--- src/rtl/fetch_stage_pkg.sv ---
// ---------------------------------------------------------------------------
// fetch_stage_pkg
// Shared definitions for the instruction-fetch stage:
//   NOP_INSTR        : canonical RISC-V NOP (addi x0, x0, 0) used for bubbles
//   PC_STEP          : sequential PC increment in bytes
//   DEFAULT_RESET_PC : PC loaded on reset unless overridden
//   fetch_state_e    : start-up FSM states (BOOT, RUN)
// ---------------------------------------------------------------------------
package fetch_stage_pkg;

  localparam logic [31:0] NOP_INSTR        = 32'h0000_0013;
  localparam int          PC_STEP          = 4;
  localparam logic [63:0] DEFAULT_RESET_PC = 64'h0;

  // BOOT: one settle cycle for the instruction memory after reset.
  // RUN : normal fetching until the next reset.
  typedef enum logic {
    ST_BOOT = 1'b0,
    ST_RUN  = 1'b1
  } fetch_state_e;

endpackage

--- src/rtl/fetch_stage_if.sv ---
// ---------------------------------------------------------------------------
// fetch_stage_if
// Bundle of the fetch-stage control, memory and IF/ID signals.
//   master modport : the fetch stage itself
//   slave  modport : the surrounding pipeline / hazard unit / imem
// Signals:
//   PC_Write, IF_ID_write : stall enables from the hazard unit
//   branch_taken/target   : EX/MEM redirect
//   imem_addr/imem_rdata  : combinational instruction memory port
//   IF_ID_PC/Instr/valid  : IF/ID register contents for decode
//   stall_count/flush_count : saturating debug event counters
//   dbg_state             : current start-up FSM state
//
// Flow control: there is no valid/ready pair. PC_Write and IF_ID_write are
// level enables sampled on every rising edge; deasserting one holds the
// corresponding register for that cycle. branch_taken is a single-cycle
// request that is acted on at the same edge it is seen high.
// ---------------------------------------------------------------------------
interface fetch_stage_if #(
  parameter int ADDR_W = 64,
  parameter int INST_W = 32,
  parameter int CNT_W  = 32
);

  logic                          PC_Write;
  logic                          IF_ID_write;
  logic                          branch_taken;
  logic [ADDR_W-1:0]             branch_target;
  logic [ADDR_W-1:0]             imem_addr;
  logic [INST_W-1:0]             imem_rdata;
  logic [ADDR_W-1:0]             IF_ID_PC;
  logic [INST_W-1:0]             IF_ID_Instr;
  logic                          IF_ID_valid;
  logic [CNT_W-1:0]              stall_count;
  logic [CNT_W-1:0]              flush_count;
  fetch_stage_pkg::fetch_state_e dbg_state;

  modport master (
    input  PC_Write,
    input  IF_ID_write,
    input  branch_taken,
    input  branch_target,
    input  imem_rdata,
    output imem_addr,
    output IF_ID_PC,
    output IF_ID_Instr,
    output IF_ID_valid,
    output stall_count,
    output flush_count,
    output dbg_state
  );

  modport slave (
    output PC_Write,
    output IF_ID_write,
    output branch_taken,
    output branch_target,
    output imem_rdata,
    input  imem_addr,
    input  IF_ID_PC,
    input  IF_ID_Instr,
    input  IF_ID_valid,
    input  stall_count,
    input  flush_count,
    input  dbg_state
  );

endinterface

--- src/rtl/fetch_stage_if_id_register.sv ---
// ---------------------------------------------------------------------------
// fetch_stage_if_id_register
// IF/ID pipeline register with flush-over-write priority.
// Ports:
//   clk, reset : clock, synchronous active-high reset
//   i_flush    : squash contents to a NOP bubble (wins over i_write)
//   i_write    : load i_pc / i_instr as a valid instruction
//   i_pc       : PC of the instruction being fetched this cycle
//   i_instr    : instruction word from the instruction memory
//   o_pc, o_instr, o_valid : registered IF/ID fields
// Both enables are expected to be gated to zero while the stage boots.
// ---------------------------------------------------------------------------
module fetch_stage_if_id_register
  import fetch_stage_pkg::*;
#(
  parameter int ADDR_W = 64,
  parameter int INST_W = 32
) (
  input  logic              clk,
  input  logic              reset,
  input  logic              i_flush,
  input  logic              i_write,
  input  logic [ADDR_W-1:0] i_pc,
  input  logic [INST_W-1:0] i_instr,
  output logic [ADDR_W-1:0] o_pc,
  output logic [INST_W-1:0] o_instr,
  output logic              o_valid
);

  localparam logic [INST_W-1:0] BUBBLE = INST_W'(NOP_INSTR);

  logic [ADDR_W-1:0] r_pc;
  logic [INST_W-1:0] r_instr;
  logic              r_valid;

  always_ff @(posedge clk) begin
    if (reset) begin
      r_pc    <= '0;
      r_instr <= BUBBLE;
      r_valid <= 1'b0;
    end else if (i_flush) begin
      // A redirect kills the wrong-path instruction even while decode stalls.
      r_pc    <= '0;
      r_instr <= BUBBLE;
      r_valid <= 1'b0;
    end else if (i_write) begin
      r_pc    <= i_pc;
      r_instr <= i_instr;
      r_valid <= 1'b1;
    end
  end

  assign o_pc    = r_pc;
  assign o_instr = r_instr;
  assign o_valid = r_valid;

endmodule

--- src/rtl/fetch_stage.sv ---
// ---------------------------------------------------------------------------
// fetch_stage
// Instruction-fetch stage: PC register, next-PC selection, start-up FSM,
// IF/ID register and saturating stall/flush debug counters.
// Ports:
//   clk   : pipeline clock, all state updates on the rising edge
//   reset : synchronous active-high reset, overrides all other inputs
//   bus   : fetch_stage_if.master (stall enables, redirect, imem port,
//           IF/ID outputs, counters, FSM state)
// imem_addr is the PC register itself; the instruction memory answers
// combinationally within the same cycle.
// ---------------------------------------------------------------------------
module fetch_stage
  import fetch_stage_pkg::*;
#(
  parameter int                ADDR_W   = 64,
  parameter int                INST_W   = 32,
  parameter logic [ADDR_W-1:0] RESET_PC = ADDR_W'(DEFAULT_RESET_PC),
  parameter int                CNT_W    = 32
) (
  input  logic          clk,
  input  logic          reset,
  fetch_stage_if.master bus
);

  localparam logic [ADDR_W-1:0] STEP     = ADDR_W'(PC_STEP);
  localparam logic [ADDR_W-1:0] LOW_MASK = ADDR_W'(3);

  fetch_state_e      r_state;
  fetch_state_e      w_state_nxt;
  logic              w_run;

  logic [ADDR_W-1:0] r_pc;
  logic [ADDR_W-1:0] w_pc_nxt;
  logic [ADDR_W-1:0] w_tgt_aligned;

  logic [CNT_W-1:0]  r_stall_cnt;
  logic [CNT_W-1:0]  r_flush_cnt;
  logic              w_stall_ev;
  logic              w_flush_ev;

  logic              w_ifid_flush;
  logic              w_ifid_write;

  // ---------------- start-up FSM ----------------
  always_ff @(posedge clk) begin
    if (reset) r_state <= ST_BOOT;
    else       r_state <= w_state_nxt;
  end

  always_comb begin
    w_state_nxt = r_state;
    w_run       = 1'b0;
    case (r_state)
      ST_BOOT: begin
        // Single settle cycle; inputs are ignored here.
        w_state_nxt = ST_RUN;
        w_run       = 1'b0;
      end
      ST_RUN: begin
        w_state_nxt = ST_RUN;
        w_run       = 1'b1;
      end
      default: begin
        w_state_nxt = ST_BOOT;
        w_run       = 1'b0;
      end
    endcase
  end

  // ---------------- next-PC selection ----------------
  // Masking (rather than slicing) keeps every target bit in the expression.
  assign w_tgt_aligned = bus.branch_target & ~LOW_MASK;

  always_comb begin
    w_pc_nxt = r_pc;
    if (w_run) begin
      if (bus.branch_taken) begin
        // Redirect wins over a load-use stall: the stalled instruction is
        // on the wrong path anyway.
        w_pc_nxt = w_tgt_aligned;
      end else if (bus.PC_Write) begin
        w_pc_nxt = r_pc + STEP;  // wraps modulo 2^ADDR_W
      end
    end
  end

  always_ff @(posedge clk) begin
    if (reset) r_pc <= RESET_PC;
    else       r_pc <= w_pc_nxt;
  end

  // ---------------- debug event counters ----------------
  assign w_stall_ev = w_run & ~bus.PC_Write & ~bus.branch_taken;
  assign w_flush_ev = w_run & bus.branch_taken;

  always_ff @(posedge clk) begin
    if (reset) begin
      r_stall_cnt <= '0;
      r_flush_cnt <= '0;
    end else begin
      // Saturate at all-ones so a long debug run never reads back as small.
      if (w_stall_ev && (r_stall_cnt != '1)) r_stall_cnt <= r_stall_cnt + CNT_W'(1);
      if (w_flush_ev && (r_flush_cnt != '1)) r_flush_cnt <= r_flush_cnt + CNT_W'(1);
    end
  end

  // ---------------- IF/ID register ----------------
  assign w_ifid_flush = w_run & bus.branch_taken;
  assign w_ifid_write = w_run & bus.IF_ID_write;

  fetch_stage_if_id_register #(
    .ADDR_W (ADDR_W),
    .INST_W (INST_W)
  ) u_if_id (
    .clk     (clk),
    .reset   (reset),
    .i_flush (w_ifid_flush),
    .i_write (w_ifid_write),
    .i_pc    (r_pc),
    .i_instr (bus.imem_rdata),
    .o_pc    (bus.IF_ID_PC),
    .o_instr (bus.IF_ID_Instr),
    .o_valid (bus.IF_ID_valid)
  );

  // ---------------- outputs ----------------
  assign bus.imem_addr   = r_pc;
  assign bus.stall_count = r_stall_cnt;
  assign bus.flush_count = r_flush_cnt;
  assign bus.dbg_state   = r_state;

endmodule

--- src/flat_wrapper.sv ---
// flat-port wrapper written by rule: the top's interface ports become plain ports
module fetch_stage_flat import fetch_stage_pkg::*;
#(
  parameter int                ADDR_W   = 64,
  parameter int                INST_W   = 32,
  parameter logic [ADDR_W-1:0] RESET_PC = ADDR_W'(DEFAULT_RESET_PC),
  parameter int                CNT_W    = 32
)
  (clk, reset, bus_PC_Write, bus_IF_ID_write, bus_branch_taken, bus_branch_target, bus_imem_rdata, bus_imem_addr, bus_IF_ID_PC, bus_IF_ID_Instr, bus_IF_ID_valid, bus_stall_count, bus_flush_count, bus_dbg_state);
  fetch_stage_if #(.ADDR_W(ADDR_W), .INST_W(INST_W), .CNT_W(CNT_W)) bus_i ();
  input  logic clk;
  input  logic reset;
  input wire logic [$bits(bus_i.PC_Write)-1:0] bus_PC_Write;
  input wire logic [$bits(bus_i.IF_ID_write)-1:0] bus_IF_ID_write;
  input wire logic [$bits(bus_i.branch_taken)-1:0] bus_branch_taken;
  input wire logic [$bits(bus_i.branch_target)-1:0] bus_branch_target;
  input wire logic [$bits(bus_i.imem_rdata)-1:0] bus_imem_rdata;
  output wire logic [$bits(bus_i.imem_addr)-1:0] bus_imem_addr;
  output wire logic [$bits(bus_i.IF_ID_PC)-1:0] bus_IF_ID_PC;
  output wire logic [$bits(bus_i.IF_ID_Instr)-1:0] bus_IF_ID_Instr;
  output wire logic [$bits(bus_i.IF_ID_valid)-1:0] bus_IF_ID_valid;
  output wire logic [$bits(bus_i.stall_count)-1:0] bus_stall_count;
  output wire logic [$bits(bus_i.flush_count)-1:0] bus_flush_count;
  output wire logic [$bits(bus_i.dbg_state)-1:0] bus_dbg_state;
  assign bus_i.PC_Write = bus_PC_Write;
  assign bus_i.IF_ID_write = bus_IF_ID_write;
  assign bus_i.branch_taken = bus_branch_taken;
  assign bus_i.branch_target = bus_branch_target;
  assign bus_i.imem_rdata = bus_imem_rdata;
  assign bus_imem_addr = bus_i.imem_addr;
  assign bus_IF_ID_PC = bus_i.IF_ID_PC;
  assign bus_IF_ID_Instr = bus_i.IF_ID_Instr;
  assign bus_IF_ID_valid = bus_i.IF_ID_valid;
  assign bus_stall_count = bus_i.stall_count;
  assign bus_flush_count = bus_i.flush_count;
  assign bus_dbg_state = bus_i.dbg_state;
  fetch_stage #(.ADDR_W(ADDR_W), .INST_W(INST_W), .RESET_PC(RESET_PC), .CNT_W(CNT_W)) u_core (.clk(clk), .reset(reset), .bus(bus_i));
endmodule
--- config.mk ---
export PLATFORM = sky130hd
export DESIGN_NAME = fetch_stage_flat
export DESIGN_NICKNAME = d
export VERILOG_FILES = /design/src/rtl/fetch_stage_pkg.sv /design/src/rtl/fetch_stage_if.sv /design/src/rtl/fetch_stage_if_id_register.sv /design/src/rtl/fetch_stage.sv /design/src/flat_wrapper.sv
export SDC_FILE = /design/constraint.sdc
export NUM_CORES = 1
export LEC_CHECK = 0
export CAP_MARGIN = 25
export CORE_MARGIN = 2
export CORE_UTILIZATION = 50
export DETAILED_ROUTE_END_ITERATION = 8
export PLACE_DENSITY = 0.83
export SYNTH_ARGS = -nofsm -noshare
export SYNTH_HDL_FRONTEND = slang
export SYNTH_SLANG_ARGS = --single-unit
--- constraint.sdc ---
create_clock -name clk -period 6.7 [get_ports clk]
set_clock_uncertainty 0.1 [all_clocks]
set_input_delay 1.675 -clock clk [delete_from_list [all_inputs] [get_ports clk]]
set_output_delay 1.675 -clock clk [all_outputs]
set_load 0.01 [all_outputs]
* Word-level counts from Yosys, hierarchy flattened
Cells that the tools add are included.
W data, S select, Z words.
** Storage, ports and cells
- Bits in registers :: 226
- Latch bits :: 0
- RAM bits :: 0
- Bits in read-only memories :: 0
- Output and inout bits :: 226
- Word-level logic and storage cells :: 28
- Memories kept :: 0
** Cells by class
- Add/subtract/negate cells :: 3
- Multipliers :: 0
- Divide/modulo/power cells :: 0
- $lt $le $gt $ge :: 0
- Equality and inequality tests :: 2
- Shifts and indexed selects :: 0
- Muxes and demuxes :: 4
- Bitwise gates (word level) :: 7
- Reduce and logical (&&, ||, !) cells :: 5
** Operator list (count)
- $mux W64 :: 2
- $add A32 B1 Y32 const B :: 2
- $add A64 B3 Y64 const B :: 1
- $ne A32 B32 Y1 const B :: 2
- $and A1 B1 Y1 :: 4
- $not A1 Y1 :: 3
- $logic_and A1 B1 Y1 :: 2
- $pmux W1 S2 :: 1
- $reduce_and A2 Y1 :: 1
- $reduce_bool A2 Y1 :: 1
- $reduce_or A2 Y1 :: 1
- $mux W1 :: 1

* Logic depth before layout (Yosys ltp)
Gate-level depths: netlist of the first run.
- Word-level depth :: 5
- Mapped depth :: 8
- Mapped depth without buffers :: 6

* Hierarchy
A second synthesis of the first run with hierarchy kept.
** Second synthesis, totals
- Cells, all modules :: 1350
- Area total of the unflattened synthesis :: 11328.4 um2
** Modules (own cells, without submodules)
- fetch_stage :: instances 1, cells an instance 1035, area an instance 7847.5 um2, seq. area each 2542.4 um2
- fetch_stage_if_id_register :: instances 1, cells an instance 315, area an instance 3480.8 um2, seq. area each 1941.9 um2

* Worst setup path after synthesis of the first run
No wires, ideal clock.
- Kind :: input -> register
- Start :: input bus_PC_Write
- End :: register u_core.r_stall_cnt[23] (netlist: u_core.bus.stall_count[23])
- Setup time :: 0.070 ns
- Data arrival time :: 3.643 ns
- Path slack :: 2.887 ns
- Cell stages on the path :: 7
- Buffers on the path :: 2
- Path through :: buf_6 or3b_1 or4_1 a2111o_1 buf_2 or4_1 a21oi_1
** On the way
- Longest elaborated chain between the ends :: 4
** RTL lines
- from (decl) :: RTL line flat_wrapper.sv:13 : input wire logic [$bits(bus_i.PC_Write)-1:0] bus_PC_Write;
- $not A1 Y1 :: RTL line fetch_stage.sv:94 : assign w_stall_ev = w_run & ~bus.PC_Write & ~bus.branch_taken;
- $and A1 B1 Y1 (2 in a row) :: RTL line fetch_stage.sv:94
- $logic_and A1 B1 Y1 :: RTL line fetch_stage.sv:103 : if (w_stall_ev && (r_stall_cnt != '1)) r_stall_cnt <= r_stall_cnt + CNT_W'(1);
- to (signal assigned) :: RTL line fetch_stage.sv:103
- to (decl) :: RTL line fetch_stage.sv:37 : logic [CNT_W-1:0] r_stall_cnt;
Every way passes these cells.
A chain may end at the register's enable or synchronous reset.

* Final worst setup path of the first run
- Start :: input bus_PC_Write
- End :: register u_core.r_stall_cnt[31] (netlist: u_core.bus.stall_count[31])
Same word-level chain as after synthesis.

==> flow_summary.json, run 1 <==
{
  "slew_violations": 0,
  "clkSinkCount": 222,
  "core_sq_um": 21690,
  "synthMuxAreaShare_pct": 1.409,
  "nets": 1819,
  "dp_hpwl_um": 26220,
  "p_clk_share_pct": 45.8,
  "num_vias": 12520,
  "cts_buffers": 25,
  "synth_top_area_share_pct": 40.37,
  "post-route-util_pct": 70.09,
  "finalPower_uw": 3243,
  "grt_pass1_vias": 11600,
  "hold_ws_ns": 0.3530,
  "reg2reg_slack_ns": 3.61,
  "netlist_area_sq_um": 11010,
  "drt-pass1-iter-count": 6,
  "fin_crit_sh_pct": 66.52,
  "fp.dieW_um": 152.4,
  "endpoint_kind": "flop",
  "setup-tns-final_ns": 0,
  "tritoncts": "done",
  "die_h_um": 152.4,
  "ys_async_sr_fraction_pct": 0,
  "synthSimpleGateAreaFrac_pct": 31.13,
  "syn_inst": 1464,
  "drive_gt1_share_pct": 4.905,
  "grt_pass1_wl_um": 60620,
  "crit_fanout": 20,
  "die-area_sq_um": 23220,
  "cpMaxStageDelayCell": "or3b_1",
  "yosys.area.top_type": "dfxtp_1",
  "p_sw_uw": 793.9,
  "clockBufferDepth": 3,
  "reg2reg_from": "u_core.bus.imem_addr[33]",
  "synth-seq-cells": 222,
  "avgRoutedWirePerCell_um": 19.14,
  "synth_area_leaders": "dfxtp_1 40%, nand2_1 10%, a21oi_1 8.5%",
  "cts-root-buf": "clkbuf_16",
  "synth_area_per_cell_sq_um": 7.520,
  "min_period_ns": 4.457,
  "synth-xor-area-share_pct": 0.07955,
  "r2r_cells": 5,
  "path_cells": "clkdlybuf4s50_1 > or3b_1 > or4_1 > a2111o_1 > or4_1 > a21oi_1",
  "synthFlopType": "dfxtp_1",
  "drt-vias-per-instance": 6.212,
  "crit_type": "in2reg",
  "hold_violations": 0,
  "seqPwrFrac_pct": 43.8,
  "grt_max_degree": 93,
  "antenna_found_initial": 2,
  "crit_top_cell": "or4_1",
  "rsz0062_at_grt": "no",
  "max_slew_margin_pct": 35.62,
  "clk_pin_slew_ns": 0.06,
  "min_to": "u_core.u_if_id.o_pc[62]",
  "cp-start-kind": "input port",
  "min_path_cells": 2,
  "cp.arrival_ns": 4.79,
  "yosysSeqAreaShare_pct": 40.37,
  "p_leak_uw": 0.004863,
  "min_from": "u_core.u_if_id.o_pc[62]",
  "io_buffers": 320,
  "routed_wl_um": 38580,
  "postRouteAntennaNets": 0,
  "yosysUniqueCellTypes": 62,
  "outcome": "completed",
  "synth_edf_count": 0,
  "cellInternalPower_uw": 2449,
  "start_util_pct": 50.76,
  "synth_compound_area_share_pct": 21.65,
  "drt_iter0_markers": 1463,
  "io_pins": 327,
  "rows": 54,
  "hp-class": "reg2reg",
  "ys_top_cells_by_count": "294 x nand2_1, 222 x dfxtp_1, 186 x a21oi_1",
  "dp_worst_setup_slack_ns": 1.783,
  "syn2layout_area_growth_pct": 38.08,
  "hold_buffers": 0,
  "cpPeakStageDelay_ns": 0.72,
  "worstPathRequired_ns": 7.03,
  "setup_violations": 0,
  "setup_slack_ns": 2.243,
  "power_density_nw_per_um2": 213.3,
  "clkLatencyLatePin_ns": 0.52,
  "critPathBufInv": 1,
  "crit_family": "simple AND/OR/NAND/NOR gates",
  "htreeDepth": 1,
  "rr_endpoint": "u_core.bus.imem_addr[48]",
  "synth_top_family_by_area": "simple AND/OR/NAND/NOR gates",
  "grt_usage_pct": 31.10,
  "drv_cap": 0,
  "ys_warn_count": 0,
  "drc": 0,
  "worst_pin_slew_ns": 0.9657,
  "post_cts_resized": 0,
  "peakVddDrop_uv": 190.5,
  "fmax_mhz": 224.4,
  "cts_setup_buffers": 0,
  "globalplace.congestion": 0.9640,
  "grt-ovfl-total": 0,
  "yosys.area_share.adder_pct": 0.3409,
  "p_sw_share_pct": 24.48,
  "synth.most_common_cell": "nand2_1",
  "p_comb_share_pct": 10.5
}
==> power groups by stage <==
| stage | Combinational [uW] | Clock (uW) | Sequential (uW) |
|---|---|---|---|
| after global routing | 366 | 1550 | 1420 |
| after detailed placement | 333 | 0 | 1450 |
| after global placement | 327 | 0 | 1440 |
| final | 340 | 1480 | 1420 |
| after floorplan | 157 | 0 | 1440 |
| after CTS | 335 | 1500 | 1420 |
==> per-layer routing <==
| metal | share of wire, % | wire length [um] | global-route usage (%) | vias to the layer above |
|---|---|---|---|---|
| met1 | 39 | 14980 | 38.32 | 5842 |
| met2 | 46 | 17870 | 51.44 | 682 |
| met3 | 11 | 4234 | 8.703 | 124 |
| met5 | 0 | 0 | 0 | - |
| met4 | 3.9 | 1494 | 12.73 | 0 |
| li1 | - | - | - | 5869 |
==> worst max path at each step <==
stage,startpoint,endpoint,slack [ns],cells after the start
4_1_cts,bus_PC_Write,u_core.bus.stall_count[31],2.32,6
5_1_grt,bus_branch_taken,u_core.bus.flush_count[21],2.17,7
3_3_place_gp,bus_PC_Write,u_core.bus.stall_count[23],1.84,6
2_1_floorplan,bus_PC_Write,u_core.bus.stall_count[23],2.89,7
6_report,bus_PC_Write,u_core.bus.stall_count[31],2.24,6
3_5_place_dp,bus_PC_Write,u_core.bus.stall_count[31],1.78,6
==> flip-flops by register name (all words and copies together) (netlist names) <==
register	flops
u_core.bus.stall_count	32
u_core.u_if_id.o_instr	32
u_core.bus.imem_addr	62
u_core.u_if_id.o_valid	1
u_core.bus.dbg_state	1
u_core.u_if_id.o_pc	62
u_core.bus.flush_count	32
==> cell usage in the layout (no fill, tap or decap), types with 4 or more instances in the layout <==
| cell type | n |
|---|---|
| a211oi_1 | 7 |
| a21o_1 | 6 |
| a21oi_1 | 186 |
| a22oi_1 | 8 |
| a31oi_1 | 25 |
| a32o_1 | 4 |
| and2_1 | 4 |
| and3_1 | 32 |
| and4_1 | 13 |
| buf_4 | 18 |
| bufinv_16 | 4 |
| clkbuf_1 | 4 |
| clkbuf_16 | 25 |
| clkbuf_8 | 8 |
| clkdlybuf4s50_1 | 318 |
| conb_1 | 4 |
| dfxtp_1 | 222 |
| inv_1 | 21 |
| mux2_2 | 4 |
| mux2i_1 | 11 |
| nand2_1 | 292 |
| nand3_1 | 67 |
| nand4_1 | 50 |
| nor2_1 | 62 |
| nor2b_1 | 6 |
| nor3_1 | 24 |
| nor4_1 | 22 |
| o211ai_1 | 12 |
| o21a_1 | 6 |
| o21ai_0 | 59 |
| o22ai_1 | 5 |
| o311ai_0 | 9 |
| o31ai_1 | 35 |
| o41ai_1 | 5 |
| or2_2 | 5 |
| or3_1 | 46 |
| or4_1 | 45 |
==> through the flow <==
stage / instance area (sq um) / instances
6_report: 15200 / 2015
3_3_place_gp: 14260 / 1966
5_1_grt: 15200 / 2015
2_1_floorplan: 11020 / 1467
4_1_cts: 15170 / 2012
3_5_place_dp: 14270 / 1967
==> worst min-delay path, delay by kind of cell, from the launching register on <==
kind	cells	cell delay [ns]
compound gates	1	0.05
flops	1	0.30
simple gates	1	0.05
==> layout make-up <==
type,count,area [sq um]
fill,1675,6486
timing repair buffer,339,3362
clock buffer,37,750.7
antenna,2,5.005
tap,280,350.3
inverter,21,78.83
multi-input combinational,1106,6065
clock inverter,8,146.4
sequential,222,4444
==> cell families after synthesis <==
| kind of cell | count (synthesis) |
|---|---|
| buf+inv | 139 |
| xor+xnor | 1 |
| fa+ha+maj | 3 |
| compound gates | 395 |
| flops | 222 |
| mux | 15 |
| other cells | 1 |
| simple gates | 688 |
(Power assumes the default switching activity.)
==> run 2: changes to the inputs <==
--- a/config.mk
+++ b/config.mk
@@ -7,9 +7,9 @@
 export LEC_CHECK = 0
 export CAP_MARGIN = 25
 export CORE_MARGIN = 2
-export CORE_UTILIZATION = 50
+export CORE_UTILIZATION = 48
 export DETAILED_ROUTE_END_ITERATION = 8
-export PLACE_DENSITY = 0.83
+export PLACE_DENSITY = 0.8
 export SYNTH_ARGS = -nofsm -noshare
 export SYNTH_HDL_FRONTEND = slang
 export SYNTH_SLANG_ARGS = --single-unit
==> constraint.sdc (replaced) <==
create_clock -name clk -period 4.6 [get_ports clk]
set_clock_uncertainty 0.1 [all_clocks]
set_input_delay 1.15 -clock clk [delete_from_list [all_inputs] [get_ports clk]]
set_output_delay 1.15 -clock clk [all_outputs]
set_load 0.01 [all_outputs]
==> flow_summary.json, run 2 (synthesized netlist as in run 1, its figures left out) <==
{
  "io_pins": 327,
  "clkLatencyLatePin_ns": 0.54,
  "clkSinkCount": 222,
  "reg2reg_slack_ns": 1.48,
  "syn2layout_area_growth_pct": 37.72,
  "dp_hpwl_um": 26310,
  "critPathBufInv": 2,
  "grt_pass1_vias": 11390,
  "cp.arrival_ns": 3.61,
  "grt_usage_pct": 29.62,
  "rows": 55,
  "cts-root-buf": "clkbuf_16",
  "outcome": "completed",
  "crit_fanout": 19,
  "drt_iter0_markers": 1083,
  "drive_gt1_share_pct": 5.275,
  "final_cell_mix": "318 x clkdlybuf4s50_1, 292 x nand2_1, 222 x dfxtp_1",
  "num_vias": 12380,
  "cpPeakStageDelay_ns": 0.52,
  "routed_wl_um": 37810,
  "finalPower_uw": 4494,
  "clockBufferDepth": 3,
  "hold_buffers": 0,
  "post_cts_resized": 0,
  "globalplace.congestion": 0.9731,
  "drv_cap": 0,
  "hp-class": "reg2reg",
  "drt-pass1-iter-count": 7,
  "crit_type": "in2reg",
  "fin_crit_sh_pct": 71.33,
  "avgRoutedWirePerCell_um": 18.63,
  "cts_setup_buffers": 0,
  "cts_buffers": 25,
  "setup_violations": 0,
  "start_util_pct": 48.77,
  "io_buffers": 320,
  "rsz0062_at_grt": "no",
  "tritoncts": "done",
  "endpoint_kind": "flop",
  "power_density_nw_per_um2": 296.4,
  "max_slew_margin_pct": 31.73,
  "grt-ovfl-total": 0,
  "grt_max_degree": 94,
  "final_common_cell": "clkdlybuf4s50_1",
  "die_h_um": 155.4,
  "htreeDepth": 1,
  "core_sq_um": 22570,
  "peakVddDrop_uv": 234.9,
  "cpMaxStageDelayCell": "nor4_1",
  "slew_violations": 0,
  "setup-tns-final_ns": 0,
  "nets": 1829,
  "fp.dieW_um": 155.4,
  "hold_violations": 0,
  "path_cells": "clkdlybuf4s50_1 > or3b_1 > buf_4 > nor4_1 > nand2b_1 > or4_1 > a21oi_1",
  "worstPathRequired_ns": 4.93,
  "fmax_mhz": 304.8,
  "antenna_found_initial": 2,
  "drt-vias-per-instance": 6.097,
  "drc": 0,
  "postRouteAntennaNets": 0,
  "p_leak_uw": 0.004846,
  "die-area_sq_um": 24160,
  "worst_pin_slew_ns": 1.024,
  "crit_family": "simple AND/OR/NAND/NOR gates",
  "cp-start-kind": "input port",
  "min_period_ns": 3.281,
  "grt_pass1_wl_um": 59250,
  "clk_pin_slew_ns": 0.06
}
## run 2: cell count changes in the layout (fill, tap and decap cells not counted), moves of 2 or more
| cell | delta |
|---|---|
| buf_4 | +10 |
| bufinv_16 | -4 |
| clkbuf_1 | +4 |
| clkbuf_8 | -2 |
| clkinvlp_4 | +2 |
## run 2: layout make-up
cell class | count | area, sq um
clock buffers | 39 | 738.2
multi-input cells | 1106 | 6065
fillers | 1916 | 7410
well taps | 285 | 356.6
inverters | 21 | 78.83
flip-flops and latches | 222 | 4444
clock inverters | 7 | 46.29
repair buffers | 349 | 3431
diodes | 1 | 2.502
## run 2: worst paths after layout
path | startpoint | depth (start not counted) | end
max | bus_PC_Write | 7 | u_core.bus.stall_count[19]
max reg2reg | u_core.bus.imem_addr[33] | 5 | u_core.bus.imem_addr[48]
min | u_core.u_if_id.o_instr[22] | 2 | u_core.u_if_id.o_instr[22]
min reg2reg | u_core.u_if_id.o_instr[22] | 2 | u_core.u_if_id.o_instr[22]
## run 2: stage by stage
step | cells | setup slack (ns) | utilization [%] | hold WS, ns | cell area, sq um
4_1_cts | 2028 | 1.345 | 67.04 | 0.3540 | 15130
2_1_floorplan | 1467 | 1.312 | - | 0.3805 | 11020
5_1_grt | 2030 | 1.192 | 67.17 | 0.3661 | 15160
3_3_place_gp | 1981 | 0.8409 | 63.54 | 0.3412 | 14340
6_report | 2030 | 1.319 | 67.17 | 0.3513 | 15160
3_5_place_dp | 1982 | 0.8082 | 63.56 | 0.3453 | 14350
## run 2: worst register-to-register path, delay by kind of cell (launching register included)
kind | cells | cell delay [ns]
DFF | 1 | 0.51
and+or+nand+nor | 4 | 2.26
AOI/OAI and AO/OA | 1 | 0.18
## run 2: power by group
group          total, uW  leakage [uW]  internal [uW]  switching, uW
logic                501       0.00267            246            254
registers           2070       0.00180           1980           88.9
clock network       1930      0.000377           1100            825
## run 2: routing by layer
metal  GRT usage, %  wire, um
met1          37.40     15110
met2          48.17     17350
met3          8.329      4051
met4          11.27      1305
met5              0         0
